[src/rtl/ser2par_framer.sv]
// ser2par_framer: hunts a serial bit stream for SYNC_WORD, then assembles
// FRAME_WORDS words of WIDTH bits (MSB first) and returns to hunting.
// Optional build macro PARITY_CHECK_EN: each data word is followed by an
// even-parity bit; a failed check drops the word and forces a re-hunt.
module ser2par_framer #(
    parameter int unsigned           WIDTH       = 8,
    parameter logic [WIDTH-1:0]      SYNC_WORD   = WIDTH'(8'hA5),
    parameter int unsigned           FRAME_WORDS = 4
) (
    input  logic                                 clk,
    input  logic                                 rst,
    input  logic                                 din,
    input  logic                                 din_en,
    output logic                                 locked,
    output logic [WIDTH-1:0]                     data_out,
    output logic                                 data_valid,
    output logic                                 frame_end,
    output logic [$clog2(FRAME_WORDS+1)-1:0]     word_cnt,
    output logic                                 parity_err
);

    localparam int unsigned CNT_W = $clog2(WIDTH + 1);
    localparam int unsigned WC_W  = $clog2(FRAME_WORDS + 1);
`ifdef PARITY_CHECK_EN
    localparam int unsigned SH_W  = WIDTH;
`else
    localparam int unsigned SH_W  = WIDTH - 1;
`endif

    typedef enum logic {
        S_HUNT   = 1'b0,
        S_LOCKED = 1'b1
    } state_t;

    state_t             r_state,    w_state_nxt;
    logic [WIDTH-1:0]   r_window,   w_window_nxt;
    logic [CNT_W-1:0]   r_fill,     w_fill_nxt;
    logic [SH_W-1:0]    r_shreg,    w_shreg_nxt;
    logic [CNT_W-1:0]   r_bit_cnt,  w_bit_cnt_nxt;
    logic [WIDTH-1:0]   r_data_out, w_data_nxt;
    logic [WC_W-1:0]    r_word_cnt, w_wc_nxt;
    logic               r_locked;
    logic               r_valid,    w_valid_nxt;
    logic               r_fe,       w_fe_nxt;
    logic               r_perr,     w_perr_nxt;

    logic [WIDTH-1:0]   w_word;
    logic [WC_W-1:0]    w_wc_inc;
    logic               w_last;

    // Word formed by the held bits plus the bit arriving this cycle
    assign w_word   = {r_shreg[WIDTH-2:0], din};
    assign w_wc_inc = r_word_cnt + WC_W'(1);
    assign w_last   = (w_wc_inc == WC_W'(FRAME_WORDS));

    // State and datapath registers
    always_ff @(posedge clk) begin
        if (rst) begin
            r_state    <= S_HUNT;
            r_window   <= '0;
            r_fill     <= '0;
            r_shreg    <= '0;
            r_bit_cnt  <= '0;
            r_data_out <= '0;
            r_word_cnt <= '0;
            r_locked   <= 1'b0;
            r_valid    <= 1'b0;
            r_fe       <= 1'b0;
            r_perr     <= 1'b0;
        end else begin
            r_state    <= w_state_nxt;
            r_window   <= w_window_nxt;
            r_fill     <= w_fill_nxt;
            r_shreg    <= w_shreg_nxt;
            r_bit_cnt  <= w_bit_cnt_nxt;
            r_data_out <= w_data_nxt;
            r_word_cnt <= w_wc_nxt;
            r_locked   <= (w_state_nxt == S_LOCKED);
            r_valid    <= w_valid_nxt;
            r_fe       <= w_fe_nxt;
            r_perr     <= w_perr_nxt;
        end
    end

    // Next-state logic: sync hunt, word assembly, frame termination
    always_comb begin
        w_state_nxt   = r_state;
        w_window_nxt  = r_window;
        w_fill_nxt    = r_fill;
        w_shreg_nxt   = r_shreg;
        w_bit_cnt_nxt = r_bit_cnt;
        w_data_nxt    = r_data_out;
        w_wc_nxt      = r_word_cnt;
        w_valid_nxt   = 1'b0;
        w_fe_nxt      = 1'b0;
        w_perr_nxt    = 1'b0;

        if (din_en) begin
            case (r_state)
                S_HUNT: begin
                    w_window_nxt = {r_window[WIDTH-2:0], din};
                    if (r_fill != CNT_W'(WIDTH)) begin
                        w_fill_nxt = r_fill + CNT_W'(1);
                    end
                    // Fill guard keeps bits from before this hunt out of the match
                    if ((w_window_nxt == SYNC_WORD) && (w_fill_nxt == CNT_W'(WIDTH))) begin
                        w_state_nxt   = S_LOCKED;
                        w_bit_cnt_nxt = '0;
                        w_wc_nxt      = '0;
                    end
                end
                S_LOCKED: begin
`ifdef PARITY_CHECK_EN
                    if (r_bit_cnt == CNT_W'(WIDTH)) begin
                        // Parity bit: the word stays in shreg, parity is not shifted in
                        w_bit_cnt_nxt = '0;
                        if ((^{r_shreg, din}) == 1'b0) begin
                            w_data_nxt  = r_shreg;
                            w_valid_nxt = 1'b1;
                            w_wc_nxt    = w_wc_inc;
                            if (w_last) begin
                                w_fe_nxt     = 1'b1;
                                w_state_nxt  = S_HUNT;
                                w_window_nxt = '0;
                                w_fill_nxt   = '0;
                            end
                        end else begin
                            w_perr_nxt   = 1'b1;
                            w_state_nxt  = S_HUNT;
                            w_window_nxt = '0;
                            w_fill_nxt   = '0;
                            w_wc_nxt     = '0;
                        end
                    end else begin
                        w_shreg_nxt   = w_word[SH_W-1:0];
                        w_bit_cnt_nxt = r_bit_cnt + CNT_W'(1);
                    end
`else
                    w_shreg_nxt = w_word[SH_W-1:0];
                    if (r_bit_cnt == CNT_W'(WIDTH - 1)) begin
                        w_bit_cnt_nxt = '0;
                        w_data_nxt    = w_word;
                        w_valid_nxt   = 1'b1;
                        w_wc_nxt      = w_wc_inc;
                        if (w_last) begin
                            w_fe_nxt     = 1'b1;
                            w_state_nxt  = S_HUNT;
                            w_window_nxt = '0;
                            w_fill_nxt   = '0;
                        end
                    end else begin
                        w_bit_cnt_nxt = r_bit_cnt + CNT_W'(1);
                    end
`endif
                end
            endcase
        end
    end

    assign locked     = r_locked;
    assign data_out   = r_data_out;
    assign data_valid = r_valid;
    assign frame_end  = r_fe;
    assign word_cnt   = r_word_cnt;
`ifdef PARITY_CHECK_EN
    assign parity_err = r_perr;
`else
    assign parity_err = 1'b0;
`endif

endmodule

[config.mk]
export PLATFORM = sky130hd
export DESIGN_NAME = ser2par_framer
export DESIGN_NICKNAME = d
export VERILOG_FILES = /design/src/rtl/ser2par_framer.sv
export SDC_FILE = /design/constraint.sdc
export NUM_CORES = 1
export LEC_CHECK = 0
export BUFFER_PORTS_ARGS = -buffer_cell sky130_fd_sc_hd__buf_4
export CORE_MARGIN = 10
export CORE_UTILIZATION = 60
export CTS_CLUSTER_DIAMETER = 80
export CTS_CLUSTER_SIZE = 16
export DETAILED_ROUTE_END_ITERATION = 8
export GPL_TIMING_DRIVEN = 0
export PLACE_DENSITY = 0.94
export SYNTH_ARGS = -nofsm -noshare
export SYNTH_HDL_FRONTEND = slang
export SYNTH_SLANG_ARGS = --single-unit
[constraint.sdc]
create_clock -name clk -period 3.5 [get_ports clk]
set_clock_uncertainty 0.15 [all_clocks]
set_input_delay 0 -clock clk [delete_from_list [all_inputs] [get_ports clk]]
set_output_delay 0 -clock clk [all_outputs]
set_load 0.02 [all_outputs]
### Yosys cells after proc, flatten, opt, wreduce, memory -nomap -nowiden

Cells that the tools add are included.

* add/subtract/negate cells: 3
* multiply operators: 0
* divide/modulo/power cells: 0
* magnitude comparators: 0
* eq/ne operators: 8
* shift-type cells: 0
* mux-type cells: 21
* bitwise gates (word level): 3
* reduce and logical (&&, ||, !) cells: 8

Operators with widths (number)
* $mux W4: 7
* $pmux W4 S2: 2
* $mux W7: 2
* $pmux W7 S2: 1
* $reduce_and A3 Y1: 3
* $add A4 B1 Y4 const B: 2
* $eq A8 B8 Y1 const B: 1
* $mux W3: 2
* $pmux W3 S2: 1
* $mux W1: 5
* $eq A4 B3 Y1 const B: 1
* $eq A4 B4 Y1 const B: 1
* $ne A2 B1 Y1 const B: 2
* $ne A4 B4 Y1 const B: 1
* $reduce_and A2 Y1: 2
* $reduce_or A4 Y1: 1
* $add A3 B1 Y3 const B: 1
* $eq A3 B3 Y1 const B: 1
* $not A1 Y1: 3
* $reduce_or A3 Y1: 1
* $ne A2 B2 Y1 const B: 1
* $pmux W1 S2: 1
* $logic_and A1 B1 Y1: 1

* register bits: 36
* bits in latches: 0
* memory bits (writable): 0
* bits in read-only memories: 0
* bits of input ports: 4
* output and inout port bits: 15
* logic and storage cells: 52
* memories kept: 0

### Depth between registers and ports, before layout

Gate-level depths: netlist (run 1).

* depth in word-level cells: 8
* depth in mapped cells: 7
* mapped depth without buffers: 7

### Worst setup path before layout (run 1)

No wires, ideal clock.

* path type: flip-flop to flip-flop
* from: reg r_fill[0]
* to: reg r_word_cnt[1] (netlist: word_cnt[1])
* setup time: 0.084 ns
* arrival: 1.933 ns
* data required time: 3.266 ns
* slack: 1.332 ns
* cell stages (with the launch flop): 8
* path buffers: 0
* path through: dfxtp_1 -> inv_1 -> ha_1 -> or4b_1 -> nor3_2 -> nand4_2 -> o21a_1 -> o31ai_2

* longest elaborated chain between the ends: 8

RTL lines
* start: declaration: RTL line 37 `logic [CNT_W-1:0] r_fill, w_fill_nxt;`
* start signal: assignment: RTL line 73 `r_fill <= w_fill_nxt;`
* $add A4 B1 Y4 or $ne A4 B4 Y1 (tied branches): RTL line 103, 102
* $mux W4 (*): RTL line 102 `if (r_fill != CNT_W'(WIDTH)) begin`
* $mux W4 (*): RTL line 99 `case (r_state)`
* $mux W4 (*): RTL line 98 `if (din_en) begin`
* $eq A4 B4 Y1 (*): RTL line 106 `if ((w_window_nxt == SYNC_WORD) && (w_fill_nxt == CNT_W'(WIDTH))) begin`
* $logic_and A1 B1 Y1 (*): RTL line 106
* $ne A2 B2 Y1 (no line) (*)
* $reduce_and A3 Y1 (no line) (*)
* end signal: assignment: RTL line 77 `r_word_cnt <= w_wc_nxt;`
* end: declaration: RTL line 41 `logic [WC_W-1:0] r_word_cnt, w_wc_nxt;`

Mark *: on every way between the ends. The rest lies on a longest branch, timed or not. The select of a mux whose other input is x is not followed.
A chain may end at the register's enable or synchronous reset.

### Worst setup path in the final report (run 1)

Ends and elaborated chain as after synthesis.

==> run summary, run 1 <==
Seq/Total Area, Yosys - 46.7%
reg2reg end - word_cnt[1]
clk_lat worst skew - 340 ps
Final ANT Viol Nets - 0
Post-Syn Area - 1540 µm²
pins over their slew limit - 0
Finished Layout Cells - 240
post-CTS setup buffer count - 0
WP depth - 7
Max FO, Critical Path - 8
row cnt - 18
Least-Margin Pin Slew - 581 ps
origin of the critical flop-to-flop path - r_fill[0]
DP HPWL - 2.38 mm
ratio of cells with drive above 1 in the final layout - 15.2%
IO Count - 19
fillers - 198
drt first pass iters - 4
Worst EP required - 3620 ps
CP Cell Sequence - inv_1, ha_1, or4b_1, nor3_2, nand4_2, o21a_1, o31ai_2
crit end category - flop
Die Footprint - 5000 µm²
Clock Sinks - 36
Post-synth ARST share - 0%
routed length per instance - 13.6 µm
Synth Net Count - 191
WP data arrival - 2520 ps
CTS tree - yes
Hold Crit Class - flop to flop
Die Wd - 70.7 µm
Setup CP Type - flop to flop
largest area contributor in the netlist - dfxtp_1
static leakage - 0.707 nW
clock period minus worst slack - 2400 ps
Hold Startpoint - r_shreg[6]
top post-synthesis cells by area - dfxtp_1 (47%), nand2_1 (10%), a21oi_1 (6.8%)
Warnings, synthesis - 0
Reg clk slew, reported paths - 100 ps
EDFF count, synth - 0
WHS Endpoint - data_out[7]
antenna fix cells - 0
antenna violations before repair - 0
Die Span Y - 70.7 µm
r2r setup slk - 1100 ps
Synth Flop Type - dfxtp_1
Syn Area/Cell - 8.48 µm²
CTS Buf Count - 5
critical path's top delay family - simple AND/OR/NAND/NOR gates
maximum VDD drop - 397 µV
area grow syn2layout - 16.7%
Clock Tree Buf Depth - 2
vias in the first global route - 1288
power density over cell area - 377 nW/µm²
worst hold path depth - 2
commonest non-fill, non-tap cells in the layout - nand2_1 (41), dfxtp_1 (36), a21oi_1 (21)
final-report hold violation count - 0
Register Area - 721 µm²
Residual DRC - 0
final-report setup violation count - 0
setup TNS - 0 ps
Slowest-stage cell, CP - or4b_1
RSZ-0062 raised after global routing - no
Core ar. - 2480 µm²
Tot GR Track Use - 13.1%
Worst Path Buf+Inv - 1
Unique masters post-synth - 39
synthesis-stage register bit count - 36
Iter 0 DRT Violations - 87
status - complete, no violations
first-pass GRT wire length - 5.58 mm
total routed wirelength - 3.26 mm
Max Freq - 416 MHz
clock root buffer - clkbuf_4
via density per instance - 5.63
Port Buffers - 17
GRT overflow - 0
pin count of the biggest net entering global routing - 12
worst stage delay on the critical path - 490 ps
DR vias - 1352
H-tree depth - 2
Initial Utilization - 62.3%
RePlAce Congestion - 0.809
Worst Reg-to-Reg Cells - 7
leading cell type in the layout, fill and taps excluded - nand2_1
Final period util - 68.7%
area of the multi-input gates - 747 µm²
Mapped Cells - 182
area share of the leading cell type in the synthesized netlist - 46.7%
nets - 218
Slew HR - 61.1%
Critical Path Start Type - flop
placed cells - 229
Max Cap Viol - 0
[metrics by stage]
stage	instance area (µm²)	worst slack [ps]	hold WS (ps)	total power, mW	util (%)
after floorplan	1540	1330	-14.0	0.445	-
after global placement	1710	1200	122	0.453	69.0
after detailed placement	1710	1130	136	0.454	69.0
after CTS	1800	1100	314	0.682	72.7
after global routing	1800	954	334	0.704	72.7
final	1800	1100	313	0.679	72.7
[state kept, by name, indices dropped and copies added, names as in the netlist]
signal / flops
r_window: 7
r_bit_cnt: 4
word_cnt: 3
data_out: 8
r_shreg: 7
data_valid: 1
r_fill: 4
frame_end: 1
locked: 1
[worst min-delay path: stages (launching register included)]
cell,delay (ps)
dfxtp_1,320
nand2_1,50
a21oi_1,50
[power by group]
| part | internal (mW) | leakage (nW) | switching, mW |
|---|---|---|---|
| sequential | 0.412 | 0.290 | 0.00321 |
| combinational | 0.0126 | 0.385 | 0.0194 |
| clock | 0.0982 | 0.0315 | 0.133 |
| total | 0.523 | 0.707 | 0.156 |
[routing by layer]
| layer | routed length (µm) | global-route usage (%) |
|---|---|---|
| met4 | 81 | 6.24 |
| met2 | 1610 | 21.6 |
| met1 | 1420 | 14.6 |
| met3 | 155 | 5.02 |
| met5 | 0 | 0 |
[Yosys cell counts, types with 3 or more instances]
cell and n:
nand2_1 41, dfxtp_1 36, a21oi_1 21, nor2_1 14, a22oi_1 9, clkbuf_1 5
ha_1 5, inv_1 4, nand2b_1 3, nand3_1 3, o211ai_1 3, o21ai_0 3
[worst max-delay path by stage]
stage | start | end | slack [ps]
6_report | r_fill[0] | word_cnt[1] | 1100
5_1_grt | r_fill[0] | word_cnt[1] | 950
4_1_cts | r_fill[0] | word_cnt[1] | 1100
3_5_place_dp | r_fill[0] | word_cnt[1] | 1130
3_3_place_gp | r_fill[0] | word_cnt[1] | 1200
2_1_floorplan | r_fill[0] | word_cnt[1] | 1330
[cell families (layout without fill, tap and decap cells)]
family          count (synthesis)  after routing  synth area share, %
simple gates                   77             77                 23.7
compound gates                 44             44                 18.0
flops                          36             36                 46.7
buf+inv                        15             43                 4.94
fa+ha+maj                       5              5                 4.05
xor+xnor                        3              3                 1.70
other cells                     1              1                0.243
mux                             1              1                0.648
[area by class of cell]
type	count	share of cell area (%)
multi-input combinational	131	41.5
sequential	36	40.0
timing repair buffer	20	8.75
buffer	11	3.40
clock buffer	7	3.06
tap	30	2.08
inverter	4	0.833
clock inverter	1	0.417
[timing repair]
action | in CTS | in global routing
endpoints found under the hold margin | 12 | 0
hold buffers | 3 | 0
gates resized for setup | 0 | 0
Note: power is estimated with default switching activity, not from simulation.
==> run 2, diff against run 1 <==
Settings changed: CORE_UTILIZATION 60 to 50, PLACE_DENSITY 0.94 to 0.85.
Clock period 3.5 ns to 2 ns, I/O delays scaled along.
==> run summary, run 2 (synthesized netlist as in run 1, its figures left out) <==
CTS Buf Count - 5 (unchanged)
Worst Path Buf+Inv - 3 (+2)
Max FO, Critical Path - 7 (-1)
Cell Area, Placed - 1710 µm² (+0.29%)
commonest non-fill, non-tap cells in the layout - nand2_1 (41), dfxtp_1 (34), a21oi_1 (21), buf_4 (21), nor2_1 (14)
via density per instance - 5.47 (-2.9%)
clock period minus worst slack - 2140 ps (-261 ps)
Final ANT Viol Nets - 0 (unchanged)
Clk pwr share - 34.6% (+0.5 points)
P_int - 922 µW (+76%)
Max Freq - 467 MHz (+12%)
nets - 223 (+2.3%)
H-tree depth - 2 (unchanged)
failing checks - negative setup slack
RSZ-0062 raised after global routing - yes
RePlAce Congestion - 0.861 (+6.4%)
clock root buffer - clkbuf_4
Critical Path Start Type - flop
CP Cell Sequence - inv_2, ha_4, or4b_4, nor3_4, nand4_4, buf_4, buf_6, o21ai_2, nand2_1
Residual DRC - 0 (unchanged)
area grow syn2layout - 22.9%
Die Wd - 75.6 µm (+6.9%)
Worst EP required - 2090 ps (-1530 ps)
CTS tree - yes
WHS - 304 ps (-9.14 ps)
clk_lat worst skew - 350 ps (about the same)
Gate power share - 5.6% (+0.9 points)
Die Footprint - 5710 µm² (+14%)
drt first pass iters - 4 (unchanged)
Setup CP Type - flop to flop
Max Cap Viol - 0 (unchanged)
Clock Tree Buf Depth - 2 (unchanged)
routed length per instance - 13.8 µm (+1.4%)
DP HPWL - 2.24 mm (-5.7%)
max reg flops - 8 (unchanged)
DR vias - 1356 (+0.30%)
switching share of total power - 24.2% (+1.2 points)
vias in the first global route - 1249 (-3.0%)
Least-Margin Pin Slew - 625 ps (+44.2 ps)
leading cell type in the layout, fill and taps excluded - nand2_1
Slowest-stage cell, CP - or4b_4
total routed wirelength - 3.42 mm (+4.8%)
Hold Crit Class - input pin to flop
share of power burned in registers - 59.7% (-1.5 points)
first-pass GRT wire length - 5.40 mm (-3.4%)
WP data arrival - 2240 ps (-280 ps)
antenna fix cells - 0 (unchanged)
GRT overflow - 0 (unchanged)
static leakage - 0.731 nW (+3.5%)
power density over cell area - 641 nW/µm² (+70%)
worst stage delay on the critical path - 490 ps (about the same)
Die Span Y - 75.6 µm (+6.9%)
Slew HR - 58.2% (-3.0 points)
row cnt - 20 (+2)
ratio of cells with drive above 1 in the final layout - 20.9% (+5.7 points)
status - finished with violations
pin count of the biggest net entering global routing - 12 (unchanged)
Final period util - 107% (+38 points)
final setup margin - -143 ps (-1240 ps)
Design Area, Final - 1900 µm² (+5.3%)
Net Switching - 294 µW (+89%)
maximum VDD drop - 395 µV (-0.50%)
final-report hold violation count - 0 (unchanged)
pins over their slew limit - 0 (unchanged)
crit end category - flop
antenna violations before repair - 0 (unchanged)
Clock Sinks - 36 (unchanged)
Core ar. - 3000 µm² (+21%)
Iter 0 DRT Violations - 78 (-10%)
IO Count - 19 (unchanged)
critical path's top delay family - simple AND/OR/NAND/NOR gates
final-report setup violation count - 7 (+7)
Port Buffers - 17 (unchanged)
Tot GR Track Use - 12.4% (-0.69 points)
Initial Utilization - 51.4% (-11 points)
Reg clk slew, reported paths - 110 ps (about the same)
-- run 2: cell count changes in the layout (fill, tap and decap cells not counted), sizes merged --
cell,delta
clkbuf,-1
buf,+6
-- run 2: layout make-up --
type | instances | area [µm²]
Fill cell | 261 | 1100
Multi-Input combinational cell | 131 | 782
Sequential cell | 36 | 726
Timing Repair Buffer | 26 | 214
Buffer | 10 | 57.6
Clock buffer | 7 | 55.1
Tap cell | 33 | 41.3
Inverter | 4 | 15.0
Clock inverter | 1 | 7.51
-- run 2: final timing paths --
| kind | startpoint | end | slack, ps | cells after the start |
|---|---|---|---|---|
| worst max-delay path | r_fill[0] | word_cnt[2] | -140 | 9 |
| worst min-delay path | din | r_window[0] | 300 | 4 |
| worst max register to register | r_fill[0] | word_cnt[2] | -140 | 9 |
| worst min register to register | data_out[5] | data_out[5] | 310 | 2 |
-- run 2: per-layer routing --
layer | GRT usage [%] | vias up | part of all wire (%)
met5 | 0 | - | 0
met4 | 9.07 | 0 | 2.5
met3 | 4.04 | 6 | 5.4
met2 | 19.4 | 34 | 46
met1 | 14.0 | 628 | 46
li1 | - | 688 | -
-- run 2: repair_timing --
action                                  4_1_cts  5_1_grt
endpoints found under the setup margin        8       17
hold buffers                                  3        0
setup buffers                                 5        1
endpoints found under the hold margin        13        0
gates cloned                                  0        0
resized for setup                            10        3
pin swaps                                     9       10
-- run 2: stage by stage --
stage          setup WS (ps)  TNS (ps)  utilization (%)  total power, mW  cells
6_report                -143      -826             63.2             1.22    248
5_1_grt                 -225     -1400             63.2             1.26    248
4_1_cts                 -214     -1300             62.8             1.23    248
3_5_place_dp            -305     -1530             57.1            0.796    232
3_3_place_gp            -304     -1570             57.1            0.794    232
2_1_floorplan           -125      -215                -            0.779    182
-- run 2: power groups by stage --
stage / combinational (mW) / clock (mW) / sequential, mW
after floorplan: 0.0358 / 0 / 0.743
after global placement: 0.0505 / 0 / 0.744
after detailed placement: 0.0517 / 0 / 0.744
after CTS: 0.0675 / 0.432 / 0.726
after global routing: 0.0763 / 0.459 / 0.728
final: 0.0684 / 0.421 / 0.727
-- run 2: worst register-to-register path, stage by stage, from the launching register on --
cell,delay [ps]
dfxtp_4,360
inv_2,40
ha_4,230
or4b_4,490
nor3_4,160
nand4_4,170
buf_4,190
buf_6,100
o21ai_2,90
nand2_1,50
